**src/rtl/value_capture.sv**
```systemverilog
// Falling-edge value capture register gated by a processor-step match.
// Define VALUE_CAPTURE_TRANSPARENT_EN for a transparent output while clock is high and the step matches.
module value_capture #(
    parameter int WIDTH = 16
) (
    input  logic             clock,
    input  logic             reset_n,
    input  logic [WIDTH-1:0] input_value,
    input  logic [1:0]       current_step,
    input  logic [1:0]       capture_on,
    output logic [WIDTH-1:0] captured_out
);

    logic [WIDTH-1:0] held;
    logic             match;

    assign match = (current_step == capture_on);

    always_ff @(negedge clock or negedge reset_n) begin
        if (!reset_n) begin
            held <= '0;
        end else if (match) begin
            held <= input_value;
        end
    end

    always_comb begin
        captured_out = held;
`ifdef VALUE_CAPTURE_TRANSPARENT_EN
        // Reset must win over transparency, so gate on reset_n as well as the high phase.
        if (reset_n && clock && match) begin
            captured_out = input_value;
        end
`endif
        if (!reset_n) begin
            captured_out = '0;
        end
    end

endmodule

```
**config.mk**
```make
export PLATFORM = sky130hd
export DESIGN_NAME = value_capture
export DESIGN_NICKNAME = d
export VERILOG_FILES = /design/src/rtl/value_capture.sv
export SDC_FILE = /design/constraint.sdc
export NUM_CORES = 1
export LEC_CHECK = 0
export BUFFER_PORTS_ARGS = -buffer_cell sky130_fd_sc_hd__buf_2
export CELL_PAD_IN_SITES_DETAIL_PLACEMENT = 1
export CELL_PAD_IN_SITES_GLOBAL_PLACEMENT = 1
export CORE_UTILIZATION = 30
export DETAILED_ROUTE_END_ITERATION = 10
export GPL_ROUTABILITY_DRIVEN = 0
export MAX_ROUTING_LAYER = met4
export PLACE_DENSITY = 0.75
export SETUP_SLACK_MARGIN = 0.3
export SLEW_MARGIN = 30
export SYNTH_ARGS = -nofsm -noshare
export SYNTH_HDL_FRONTEND = slang
export SYNTH_SLANG_ARGS = --single-unit
```
**constraint.sdc**
```tcl
create_clock -name clock -period 0.8 [get_ports clock]
set_input_delay 0.08 -clock clock [delete_from_list [all_inputs] [get_ports clock]]
set_output_delay 0.08 -clock clock [all_outputs]
set_load 0.02 [all_outputs]
```
==> out/metrics.json, run 1 <==
{
  "slowest_delay_ps": 430,
  "cts-root-buf": "clkbuf_4",
  "cpMaxStageDelayCell": "dfrtn_1",
  "largest_register": "held",
  "route.vias.total": 645,
  "setup-violations-final": 32,
  "dr.first_iter.drc_count": 0,
  "core-area_sq_um": 2450,
  "flow.area_growth_from_synthesis_pct": 92.4,
  "ys_warn_count": 0,
  "largest_reg_flops": 16,
  "setup_repair_after_global_routing_missed_its_margin": "yes",
  "cts_htree_levels": 1,
  "rr_worst_depth": 4,
  "largest_net_degree_at_the_start_of_global_routing": 29,
  "final.hold.worst_slack_ps": 20.1,
  "nNetsFinal": 143,
  "outcome": "finished, violations left",
  "max-vdd-ir-drop_mv": 1.13,
  "global_route_wire_length_before_repair_mm": 3.33,
  "worst_slew_pin_slew_ps": 165,
  "post_synth.cell_area_avg_sq_um": 14.5,
  "worst_setup_end_kind": "output pin",
  "power.total_mw": 3.18,
  "globalRouteMet3Util_pct": 3.19,
  "synthesis.instances": 53,
  "path_clk_slew_ps": 60,
  "postLayoutSetupSlackWorst_ps": -640,
  "timing.slew.headroom_pct": 89.0,
  "ys_seq_area_share_pct": 51.9,
  "worst_ep_arrival_time_ps": 1360,
  "row_count": 18,
  "via_count_of_the_first_global_routing_pass": 716,
  "die_y_um": 52.7,
  "cp-start-kind": "register",
  "grtUsageMet1_pct": 20.6,
  "drive_above_1_share_pct": 86.6,
  "finalWirelength_mm": 2.12,
  "grt_antenna_before_repair": 0,
  "top_library_cells_by_usage_in_the_layout_fill_and_taps_aside": "buf_6 (21), buf_4 (21), buf_2 (18)",
  "data_required_time_of_the_worst_path_ps": 720,
  "drcViolationCount": 0,
  "pin_count": 38,
  "total_power_per_unit_cell_area_nw_per_um2": 2140,
  "regToRegSetupSlack_ps": -340,
  "hold_class": "in2async",
  "worstReg2RegStart": "held[11]",
  "start_util_pct": 31.4,
  "finalHoldViolations": 0,
  "critPathMaxFanout": 2,
  "clock_insertion_delay_worst_skew_ps": 280,
  "ant_nets": 0,
  "dieArea_sq_um": 2780,
  "global_route.usage.total_pct": 17.4,
  "fin_skew_ps": 0,
  "chipWidth_um": 52.7,
  "synth.cell_area_sq_um": 771,
  "cts.sink_count": 16,
  "grt-ovfl-total": 0,
  "cp_cell_sequence": "and2_4 -> buf_6",
  "timing.setup.critical_path_class": "reg2out",
  "syn-num-nets": 75,
  "cts_tree": "built",
  "synth_seq_cells": 16,
  "reg2reg_to": "held[11]",
  "layout_top_registers": "held (16)",
  "global_route.peak_usage_layer": "met2",
  "placement.setup.worst_slack_ps": -808,
  "drt_first_pass_iters": 1,
  "synth.lib_cells_used.distinct": 8,
  "cts_max_path_buffers": 2,
  "num_antenna_cells": 0,
  "avgViaCountPerCell": 4.33,
  "final_max_slew_viol_count": 0,
  "cts_inserted_buffers": 3,
  "detail_route.wl_per_cell_um": 14.2,
  "cap_violations": 0,
  "violations": "setup timing",
  "place.port_buffers": 37,
  "static-leakage-power_nw": 0.756,
  "groute.layer.met2.usage_pct": 30.6
}
-- metal layers --
layer  wire (um)  vias to the layer above
li1            -                      304
met1         923                      313
met2        1110                       28
met3          88                        0
met4           0                        0
met5           0                        -
-- cell families after synthesis --
logic type / Yosys count / synth area share, %
muxes: 16 / 28.2
buffers and inverters: 2 / 3.08
xor gates and xnor gates: 2 / 2.27
and+or+nand+nor: 17 / 14.4
DFF: 16 / 51.9
-- critical path: cells and delay by family, from the launching register on --
family        cells  cell delay, ps
flops             1             430
simple gates      1             150
buf+inv           1             110
-- synth_stat cells (all sizes together) --
| cell | instances | share of area, % |
|---|---|---|
| nor2 | 1 | 1.5 |
| xor2 | 2 | 2.3 |
| dfrtn | 16 | 52 |
| buf | 1 | 2.6 |
| and2 | 16 | 13 |
| clkbuf | 1 | 0.49 |
| mux2 | 16 | 28 |
-- metrics by stage --
stage / cells / utilization (%) / TNS [ps] / cell area, sq um
finish: 149 / 60.4 / -18620 / 1480
global route: 149 / 60.4 / -19670 / 1480
CTS: 142 / 57.7 / -18230 / 1420
detailed placement: 130 / 46.6 / -18110 / 1140
global placement: 130 / 46.6 / -17600 / 1140
floorplan: 53 / - / -13750 / 830
-- report_power, final --
part | switching (mW) | internal (mW) | total (mW) | leakage [nW]
clock network | 0.233 | 0.174 | 0.407 | 0.0138
logic | 0.526 | 1.10 | 1.63 | 0.555
registers | 0.115 | 1.03 | 1.14 | 0.188
total | 0.874 | 2.30 | 3.18 | 0.756
-- how the worst max path moves through the flow --
stage                   from                to  slack (ps)  cells after the start
4_1_cts             held[13]  captured_out[13]        -650                      2
3_3_place_gp   capture_on[0]          held[13]        -770                      5
5_1_grt              held[1]   captured_out[1]        -680                      2
3_5_place_dp   capture_on[0]           held[1]        -810                      5
6_report            held[13]  captured_out[13]        -640                      2
2_1_floorplan  capture_on[0]          held[10]        -670                      4
-- final cells by class --
type                       count  area [sq um]
multi-input combinational     35           435
tap                           30          37.5
timing repair buffer          65           587
sequential                    16           400
fill                         265           972
clock buffer                   3          22.5
-- what timing repair did --
item | in CTS | in global routing
pin swaps | 3 | 2
resized for setup | 45 | 4
gates cloned | 1 | 0
setup endpoints to repair | 32 | 32
buffers inserted | 8 | 7
hold buffers | 0 | 0
No activity file was read; power rests on OpenSTA's default activity.
==> run 2: changes to the inputs <==
CORE_UTILIZATION = 34   (was 30)
PLACE_DENSITY = 0.8   (was 0.75)
clock period = 1.4 ns   (was 0.8 ns; I/O delays follow)
==> run 2 against run 1 <==
Compared with the run above: the run still ends with setup timing left; sequential power down 41%; combinational power down 38%; clock skew unchanged; largest cell class unchanged.
==> out/metrics.json, run 2 (synthesis results as in run 1) <==
{
  "outcome": "finished, violations left",
  "violations": "setup timing",
  "start_util": {"value": 37.7, "unit": "%", "change": "+6.3 points"},
  "cts_inserted_buffers": {"value": 3, "change": "unchanged"},
  "dr.first_iter.drc_count": {"value": 2, "change": "+2"},
  "finalHoldViolations": {"value": 0, "change": "unchanged"},
  "timing.slew.headroom": {"value": 88.4, "unit": "%", "change": "-0.57 points"},
  "post-dp-hpwl_mm": 1.21,
  "num_antenna_cells": {"value": 0, "change": "unchanged"},
  "pin_count": {"value": 38, "change": "unchanged"},
  "final.hold.worst_slack": {"value": 382, "unit": "ps", "change": "+362 ps"},
  "cts-root-buf": "clkbuf_4",
  "cts_max_path_buffers": {"value": 2, "change": "unchanged"},
  "placement.setup.worst_slack": {"value": -583, "unit": "ps", "change": "+225 ps"},
  "globalRouteMet3Util": {"value": 5.56, "unit": "%", "change": "+2.4 points"},
  "drive_above_1_share": {"value": 87.0, "unit": "%", "change": "+0.44 points"},
  "cts_hold_buf": {"value": 0, "change": "unchanged"},
  "dieArea": {"value": 2460, "unit": "sq um", "change": "-11%"},
  "global_route_wire_length_before_repair": {"value": 3.65, "unit": "mm", "change": "+9.8%"},
  "largest_register": "held",
  "global_route.usage.total": {"value": 20.8, "unit": "%", "change": "+3.4 points"},
  "postLayoutSetupSlackWorst": {"value": -451, "unit": "ps", "change": "+189 ps"},
  "nNetsFinal": {"value": 146, "change": "+2.1%"},
  "fin_skew": {"value": 0, "unit": "ps", "change": "unchanged"},
  "worst_setup_end_kind": "output pin",
  "core-area": {"value": 2040, "unit": "sq um", "change": "-17%"},
  "worst_ep_arrival_time": {"value": 1710, "unit": "ps", "change": "+350 ps"},
  "largest_net_degree_at_the_start_of_global_routing": {"value": 33, "change": "+14%"},
  "top_library_cells_by_usage_in_the_layout_fill_and_taps_aside": "buf_4 (24), buf_6 (20), buf_2 (19)",
  "cap_violations": {"value": 0, "change": "unchanged"},
  "detail_route.wl_per_cell": {"value": 18.0, "unit": "um", "change": "+27%"},
  "place.port_buffers": {"value": 37, "change": "unchanged"},
  "grtUsageMet1": {"value": 25.2, "unit": "%", "change": "+4.7 points"},
  "largest_reg_flops": {"value": 16, "change": "unchanged"},
  "route.vias.total": {"value": 670, "change": "+3.9%"},
  "worst_slew_pin_slew": {"value": 174, "unit": "ps", "change": "+8.84 ps"},
  "grt-ovfl-total": {"value": 0, "change": "unchanged"},
  "clock_insertion_delay_worst_skew": {"value": 290, "unit": "ps", "change": "about the same"},
  "cp-start-kind": "register",
  "rr_worst_depth": {"value": 4, "change": "unchanged"},
  "setup_repair_after_global_routing_missed_its_margin": "yes",
  "design_area": {"value": 1510, "unit": "sq um", "change": "+2.1%"},
  "chipWidth": {"value": 49.6, "unit": "um", "change": "-5.8%"},
  "grt_antenna_before_repair": {"value": 0, "change": "unchanged"},
  "timing.setup.critical_path_class": "reg2out",
  "max-vdd-ir-drop": {"value": 0.915, "unit": "mV", "change": "-19%"},
  "layout_top_registers": "held (16)",
  "cts.sink_count": {"value": 16, "change": "unchanged"},
  "global_route.peak_usage_layer": "met2",
  "cts_tree": "built",
  "cts_htree_levels": {"value": 1, "change": "unchanged"},
  "static-leakage-power": {"value": 0.777, "unit": "nW", "change": "+2.8%"},
  "path_clk_slew": {"value": 70, "unit": "ps", "change": "about the same"},
  "avgViaCountPerCell": {"value": 4.47, "change": "+3.2%"},
  "flow.area_growth_from_synthesis_pct": 96.4,
  "hold_class": "in2async",
  "via_count_of_the_first_global_routing_pass": {"value": 704, "change": "-1.7%"},
  "power.total": {"value": 2.00, "unit": "mW", "change": "-37%"},
  "drt_first_pass_iters": {"value": 3, "change": "+2"},
  "critPathMaxFanout": {"value": 2, "change": "unchanged"},
  "finalWirelength": {"value": 2.70, "unit": "mm", "change": "+28%"},
  "numPlacedInstances": {"value": 125, "change": "-3.8%"},
  "die_y": {"value": 49.6, "unit": "um", "change": "-5.8%"},
  "layoutNonFillerInstCount": {"value": 150, "change": "+0.67%"},
  "drcViolationCount": {"value": 0, "change": "unchanged"},
  "groute.layer.met2.usage": {"value": 35.4, "unit": "%", "change": "+4.8 points"},
  "data_required_time_of_the_worst_path": {"value": 1260, "unit": "ps", "change": "+540 ps"},
  "row_count": {"value": 16, "change": "-2"},
  "setup-violations-final": {"value": 32, "change": "unchanged"},
  "ant_nets": {"value": 0, "change": "unchanged"},
  "final_common_cell": "buf_4",
  "final_max_slew_viol_count": {"value": 0, "change": "unchanged"},
  "placedInstanceArea": {"value": 1140, "unit": "sq um", "change": "-0.55%"},
  "total_power_per_unit_cell_area": {"value": 1320, "unit": "nW/um^2", "change": "-38%"}
}
run 2: changes by cell type in the layout (fill, tap and decap cells not counted), sizes merged:
cell / delta
buf: +3
clkbuf: +1
run 2: worst max-delay path: stages (launching register included):
cell and delay [ps]:
dfrtn_1 450, and2_4 160, buf_6 110
run 2: cell type report:
| class | instances | area [sq um] |
|---|---|---|
| Sequential cell | 16 | 400 |
| Timing Repair Buffer | 68 | 608 |
| Tap cell | 27 | 33.8 |
| Multi-Input combinational cell | 35 | 435 |
| Clock buffer | 4 | 36.3 |
| Fill cell | 185 | 528 |
run 2: timing repair:
action                     in CTS  in global routing
gates cloned                    1                  0
setup buffers                  10                 10
setup endpoints to repair      32                 32
pin swaps                       2                  0
gates resized for setup        45                  0
run 2: path summary, 6_finish.rpt:
kind | startpoint | to | slack [ps]
min reg2reg | held[1] | held[1] | 480
min | reset_n | held[12] | 380
max | held[13] | captured_out[13] | -450
min in group clock | held[1] | held[1] | 480
max in group asynchronous | reset_n | held[1] | 830
max reg2reg | held[10] | held[10] | 240
run 2: metal layers:
metal / up-vias / wire length (um)
met3: 0 / 108
met2: 31 / 1490
li1: 310 / -
met5: - / 0
met1: 329 / 1110
met4: 0 / 0
run 2: per-stage QoR:
stage               TNS [ps]  util, %
detailed placement    -10670     55.7
floorplan              -6260        -
global placement      -10240     55.7
CTS                   -10510     70.5
global route          -12110     74.1
finish                -11240     74.1
run 2: where the power goes:
part           internal [mW]  switching, mW
combinational          0.672          0.339
clock                  0.158          0.161
sequential             0.588         0.0808
